[config.mk]
export PLATFORM = sky130hd
export DESIGN_NAME = branch_sequencer
export DESIGN_NICKNAME = d
export VERILOG_FILES = /design/src/rtl/branch_sequencer.sv
export SDC_FILE = /design/constraint.sdc
export NUM_CORES = 1
export LEC_CHECK = 0
export ABC_AREA = 1
export BUFFER_PORTS_ARGS = -buffer_cell sky130_fd_sc_hd__buf_4
export CAP_MARGIN = 20
export CORE_AREA = 2 2 115 89
export DETAILED_ROUTE_END_ITERATION = 6
export DIE_AREA = 0 0 117 91
export HOLD_SLACK_MARGIN = 0.03
export PLACE_DENSITY = 0.82
export SLEW_MARGIN = 5
export SYNTH_ARGS = -nofsm -noshare
export SYNTH_HDL_FRONTEND = slang
export SYNTH_SLANG_ARGS = --single-unit
[constraint.sdc]
create_clock -name clk -period 2.8 [get_ports clk]
set_input_delay 0 -clock clk [delete_from_list [all_inputs] [get_ports clk]]
set_output_delay 0 -clock clk [all_outputs]
set_load 0.05 [all_outputs]
[src/rtl/branch_sequencer.sv]
// branch_sequencer: multi-cycle short-branch controller (Jcc, LOOPx/JCXZ, INTO)
// fetching the displacement, evaluating the condition and redirecting IP.
`default_nettype none

module branch_sequencer #(
  parameter logic [7:0] INTO_VECTOR = 8'd4,
  parameter int         CF_IDX      = 0,
  parameter int         PF_IDX      = 2,
  parameter int         ZF_IDX      = 6,
  parameter int         SF_IDX      = 7,
  parameter int         OF_IDX      = 11
) (
  input  logic        clk,
  input  logic        reset_n,
  input  logic        start,
  input  logic [7:0]  opcode,
  input  logic [15:0] flags,
  input  logic [15:0] cx,
  input  logic        abort,
  input  logic        disp_valid,
  input  logic [7:0]  disp,
  input  logic [15:0] ip_next,
  output logic        disp_ready,
  input  logic        flush_ack,
  output logic        flush_req,
  output logic        ip_wr,
  output logic [15:0] ip_wr_data,
  output logic        cx_wr,
  output logic [15:0] cx_wr_data,
  output logic        trap,
  output logic [7:0]  trap_vector,
  output logic        illegal,
  output logic        busy,
  output logic        done
);

  typedef enum logic [2:0] {
    IDLE     = 3'd0,
    FETCH    = 3'd1,
    EVAL     = 3'd2,
    REDIRECT = 3'd3,
    DONE     = 3'd4
  } state_t;

  state_t      state;
  logic [7:0]  op_r;
  logic [15:0] cx_r;
  logic [15:0] ipn_r;
  logic [7:0]  disp_r;
  logic        cf_r, pf_r, zf_r, sf_r, of_r;

  logic        in_jcc, in_loopx, in_into;
  logic        op_loop_dec, op_into;
  logic        cond_base, jcc_taken, loop_taken, taken;
  logic [15:0] cx_dec;
  logic [15:0] target;

  always_comb begin
    in_jcc      = (opcode[7:4] == 4'h7);
    in_loopx    = (opcode[7:2] == 6'b111000);
    in_into     = (opcode == 8'hCE);
    op_loop_dec = (op_r[7:2] == 6'b111000) && (op_r[1:0] != 2'd3);
    op_into     = (op_r == 8'hCE);
    cx_dec      = cx_r - 16'd1;
    target      = ipn_r + {{8{disp_r[7]}}, disp_r};

    // Jcc: bits [3:1] pick the base condition, bit 0 inverts it
    case (op_r[3:1])
      3'd0:    cond_base = of_r;
      3'd1:    cond_base = cf_r;
      3'd2:    cond_base = zf_r;
      3'd3:    cond_base = cf_r | zf_r;
      3'd4:    cond_base = sf_r;
      3'd5:    cond_base = pf_r;
      3'd6:    cond_base = sf_r ^ of_r;
      default: cond_base = (sf_r ^ of_r) | zf_r;
    endcase
    jcc_taken = cond_base ^ op_r[0];

    case (op_r[1:0])
      2'd0:    loop_taken = (cx_dec != 16'd0) && !zf_r;
      2'd1:    loop_taken = (cx_dec != 16'd0) && zf_r;
      2'd2:    loop_taken = (cx_dec != 16'd0);
      default: loop_taken = (cx_r == 16'd0);
    endcase
    taken = (op_r[7:4] == 4'h7) ? jcc_taken : loop_taken;
  end

  // Handshake/state-qualified outputs are gated by abort so nothing leaks in the abort cycle
  assign busy       = (state != IDLE);
  assign disp_ready = (state == FETCH) && !abort;
  assign flush_req  = (state == REDIRECT) && !abort;
  assign ip_wr      = flush_req && flush_ack;
  assign done       = (state == DONE) && !abort;

  always_ff @(posedge clk or negedge reset_n) begin
    if (!reset_n) begin
      state       <= IDLE;
      op_r        <= 8'd0;
      cx_r        <= 16'd0;
      ipn_r       <= 16'd0;
      disp_r      <= 8'd0;
      cf_r        <= 1'b0;
      pf_r        <= 1'b0;
      zf_r        <= 1'b0;
      sf_r        <= 1'b0;
      of_r        <= 1'b0;
      ip_wr_data  <= 16'd0;
      cx_wr       <= 1'b0;
      cx_wr_data  <= 16'd0;
      trap        <= 1'b0;
      trap_vector <= 8'd0;
      illegal     <= 1'b0;
    end else begin
      cx_wr   <= 1'b0;
      trap    <= 1'b0;
      illegal <= 1'b0;
      case (state)
        IDLE: begin
          if (start) begin
            op_r <= opcode;
            cx_r <= cx;
            cf_r <= flags[CF_IDX];
            pf_r <= flags[PF_IDX];
            zf_r <= flags[ZF_IDX];
            sf_r <= flags[SF_IDX];
            of_r <= flags[OF_IDX];
            if (in_jcc || in_loopx) begin
              state <= FETCH;
            end else if (in_into) begin
              state <= EVAL;
              if (flags[OF_IDX]) begin
                trap        <= 1'b1;
                trap_vector <= INTO_VECTOR;
              end
            end else begin
              state   <= DONE;
              illegal <= 1'b1;
            end
          end
        end
        FETCH: begin
          if (abort) begin
            state <= IDLE;
          end else if (disp_valid) begin
            disp_r <= disp;
            ipn_r  <= ip_next;
            state  <= EVAL;
            if (op_loop_dec) begin
              cx_wr      <= 1'b1;
              cx_wr_data <= cx_dec;
            end
          end
        end
        EVAL: begin
          if (abort) begin
            state <= IDLE;
          end else if (op_into) begin
            state <= DONE;
          end else if (taken) begin
            ip_wr_data <= target;
            state      <= REDIRECT;
          end else begin
            state <= DONE;
          end
        end
        REDIRECT: begin
          if (abort) begin
            state <= IDLE;
          end else if (flush_ack) begin
            state <= DONE;
          end
        end
        DONE:    state <= IDLE;
        default: state <= IDLE;
      endcase
    end
  end

endmodule

`default_nettype wire

==> flow_metrics.py <==
metrics = {
    "synth": {
        "synth_cell_types": 44,
        "synthFlopType": "dfrtp_1",
        "yosys_warnings": 0,
        "synth-edff-count": 0,
        "syn_area_um2": 5060,
        "synth_area_leader_cell": "dfrtp_1",
        "synth_area_per_cell_um2": 8.63,
        "synthArstFlopShare": 1.00,
        "synthCells": 587,
        "synth_area_leaders": "dfrtp_1, nand2_1, mux2_2, ha_1, inv_1",
        "ys_seq_area_frac": 0.455,
        "synth.top_cell.area_share": 0.455,
        "ys_ff_latch": 92,
    },
    "min_path": {
        "hp-class": "in -> async",
    },
    "global_route": {
        "grt_pass1_wl_mm": 21.5,
        "grt_util_met2": 0.423,
        "grt_pass1_vias": 4606,
        "grt_use_met3": 0.0474,
        "grt.total_usage": 0.258,
        "overflow": 0,
        "antenna_found_initial": 0,
        "grt.busiest_layer": "met2",
        "grt_max_degree": 46,
        "grt_use_met1": 0.349,
    },
    "placement": {
        "place_hpwl_mm": 9.13,
        "place_congestion": 0.909,
        "dp.cells": 812,
        "place_ws_ns": 0.363,
        "io_buffer_count": 99,
    },
    "layout": {
        "drive_gt1_frac": 0.255,
        "finalNonFillerCells": 886,
        "area_delta_synth_final_pct": 35.3,
        "nets": 838,
        "n_antenna_cell": 0,
    },
    "setup_path": {
        "end_kind": "register",
        "cp-start-kind": "register",
        "arrival_ns": 2.69,
        "crit_fanout": 13,
        "crit_required_ns": 3.03,
        "worstSetupPathType": "reg -> reg",
    },
    "sta": {
        "fin_skew_ns": 0.0111,
        "timing.final.ws_setup_ns": 0.336,
        "period_share": 0.880,
        "maxSlewViolCount": 0,
        "slew_headroom": 0.606,
        "tns_ns": 0,
        "finalCriticalPeriod_ns": 2.46,
        "finalHoldViolations": 0,
        "worst_slew_pin_slew_ns": 0.591,
        "max_freq_ghz": 0.406,
        "setup_viol": 0,
        "grt_setup_unrepaired": "false",
    },
    "clocking": {
        "cts_tree": "yes",
        "cts_resized": 0,
        "cts_buffers": 9,
        "cts_sinks": 92,
        "clk_latency_ns": 0.35,
        "clockBufferDepth": 2,
        "cts_setup_buffers": 0,
        "postCtsHoldBufs": 58,
        "clk_pin_slew_ns": 0.08,
        "cts-root-buf": "clkbuf_16",
        "htreeDepth": 3,
    },
    "routing": {
        "drtAntennaViolNets": 0,
        "drt-total-wl_mm": 13.0,
        "first_pass_iters": 5,
        "avgRoutedWirePerCell_um": 14.6,
        "vias": 4563,
        "post_drt_via_cell_ratio": 5.15,
        "drt-initial-drc-count": 269,
        "drc": 0,
    },
    "floorplan": {
        "die_y_um": 91,
        "core_area_um2": 9500,
        "die_w_um": 117,
        "initial_core_util": 0.533,
        "std_cell_rows": 31,
        "pin_count": 118,
        "die_area_um2": 10600,
    },
    "status": {
        "status": "finished clean",
    },
    "pwr": {
        "p_total_mw": 5.59,
        "power_frac_clock": 0.242,
        "seqPwrFrac": 0.361,
        "p_int_mw": 3.28,
        "p_comb_frac": 0.397,
        "p_leak_nw": 3.51,
        "powerDensity_nw_per_um2": 815,
        "irDropWorstVdd_mv": 0.470,
        "swShare": 0.412,
        "power.switching_mw": 2.30,
    },
    "flow_run": {
        "maxCapViolCount": 0,
    },
}
cells in the mapped netlist (3+ instances only):
cell type	number
nand2_1	162
dfrtp_1	92
inv_1	58
o21ai_0	39
nor2_1	35
mux2_2	22
ha_1	18
nand3_1	18
nand2_2	17
a21oi_1	16
o21ai_2	16
xor2_1	12
nand4_1	10
clkbuf_1	9
xnor2_1	9
buf_4	7
nor3_1	7
nor2_4	4
nor4_1	3
cells in the final DEF (no fill, tap or decap), types with 7 or more instances in the layout:
cell type      count
nand4_1           10
mux2_2            22
nor3_1             7
o21ai_2           16
xor2_1            12
nand2_2           17
nand2_1          162
o21ai_0           39
conb_1             7
ha_1              18
nor2_1            34
inv_1             58
clkbuf_16          9
xnor2_1            9
nand3_1           18
dfrtp_1           92
a21oi_1           16
dlygate4sd3_1     58
buf_4            106
power by group through the flow:
stage / Sequential, mW / Combinational, mW / Clock (mW)
after CTS: 2.00 / 2.17 / 1.37
after global placement: 2.00 / 2.02 / 0
after floorplan: 1.99 / 1.52 / 0
after global routing: 2.06 / 2.44 / 1.42
after detailed placement: 2.03 / 2.09 / 0
final: 2.02 / 2.22 / 1.35
final timing paths:
path	startpoint	to	slack, ns	cells after the start
min in group clk	flags[0]	cf_r	0.40	4
min	reset_n	of_r	0.18	2
max reg2reg	cx_r[1]	ip_wr_data[15]	0.34	14
max in group asynchronous	reset_n	ipn_r[11]	1.86	3
max	cx_r[1]	ip_wr_data[15]	0.34	14
min reg2reg	cx_wr_data[9]	cx_wr_data[9]	0.49	2
through the flow:
step	cell area, um2	util	hold slack (ns)
final	6850	0.721	0.180
after global routing	6850	0.721	0.266
after CTS	6850	0.721	0.206
after detailed placement	5940	0.625	0.0346
after global placement	5940	0.625	0.0302
after floorplan	5090	-	-0.296
final cells by class:
class / instances / area [um2]
clock buffers: 9 / 225
clock inverters: 7 / 108
fillers: 691 / 2650
inverters: 59 / 221
multi-input cells: 422 / 2430
flip-flops and latches: 92 / 2300
well taps: 132 / 165
repair buffers: 165 / 1400
flip-flops by register name, indices dropped and copies added (netlist names):
register	flops
cf_r	1
cx_r	16
cx_wr	1
cx_wr_data	16
disp_r	8
illegal	1
ip_wr_data	16
ipn_r	16
of_r	1
op_r	8
pf_r	1
sf_r	1
state	3
trap	1
trap_vector	1
zf_r	1
per-layer routing:
layer / routed length, um / part of all wire
met2: 6150 / 0.47
met1: 5810 / 0.45
met4: 282 / 0.022
met5: 0 / 0
met3: 720 / 0.056
critical path: stages, from the launching register on:
cell	delay, ns
dfrtp_1	0.41
inv_1	0.14
ha_1	0.31
nand2_4	0.10
nor2_1	0.13
nand2_1	0.09
xnor2_1	0.20
nor2_1	0.06
nand3_1	0.14
nand2_1	0.08
nand2_2	0.09
nand3_4	0.21
buf_4	0.26
nand2_1	0.08
o21ai_2	0.05
kinds of logic after synthesis:
logic type                 Yosys count  share of synthesized area
DFF                                 92                      0.455
adders and majority gates           19                     0.0484
other                                1                   0.000740
and+or+nand+nor                    269                      0.240
AOI/OAI and AO/OA                   84                      0.101
buffers and inverters               79                     0.0699
xor gates and xnor gates            21                     0.0363
muxes                               22                     0.0489
No activity file was read; power rests on OpenSTA's default activity.
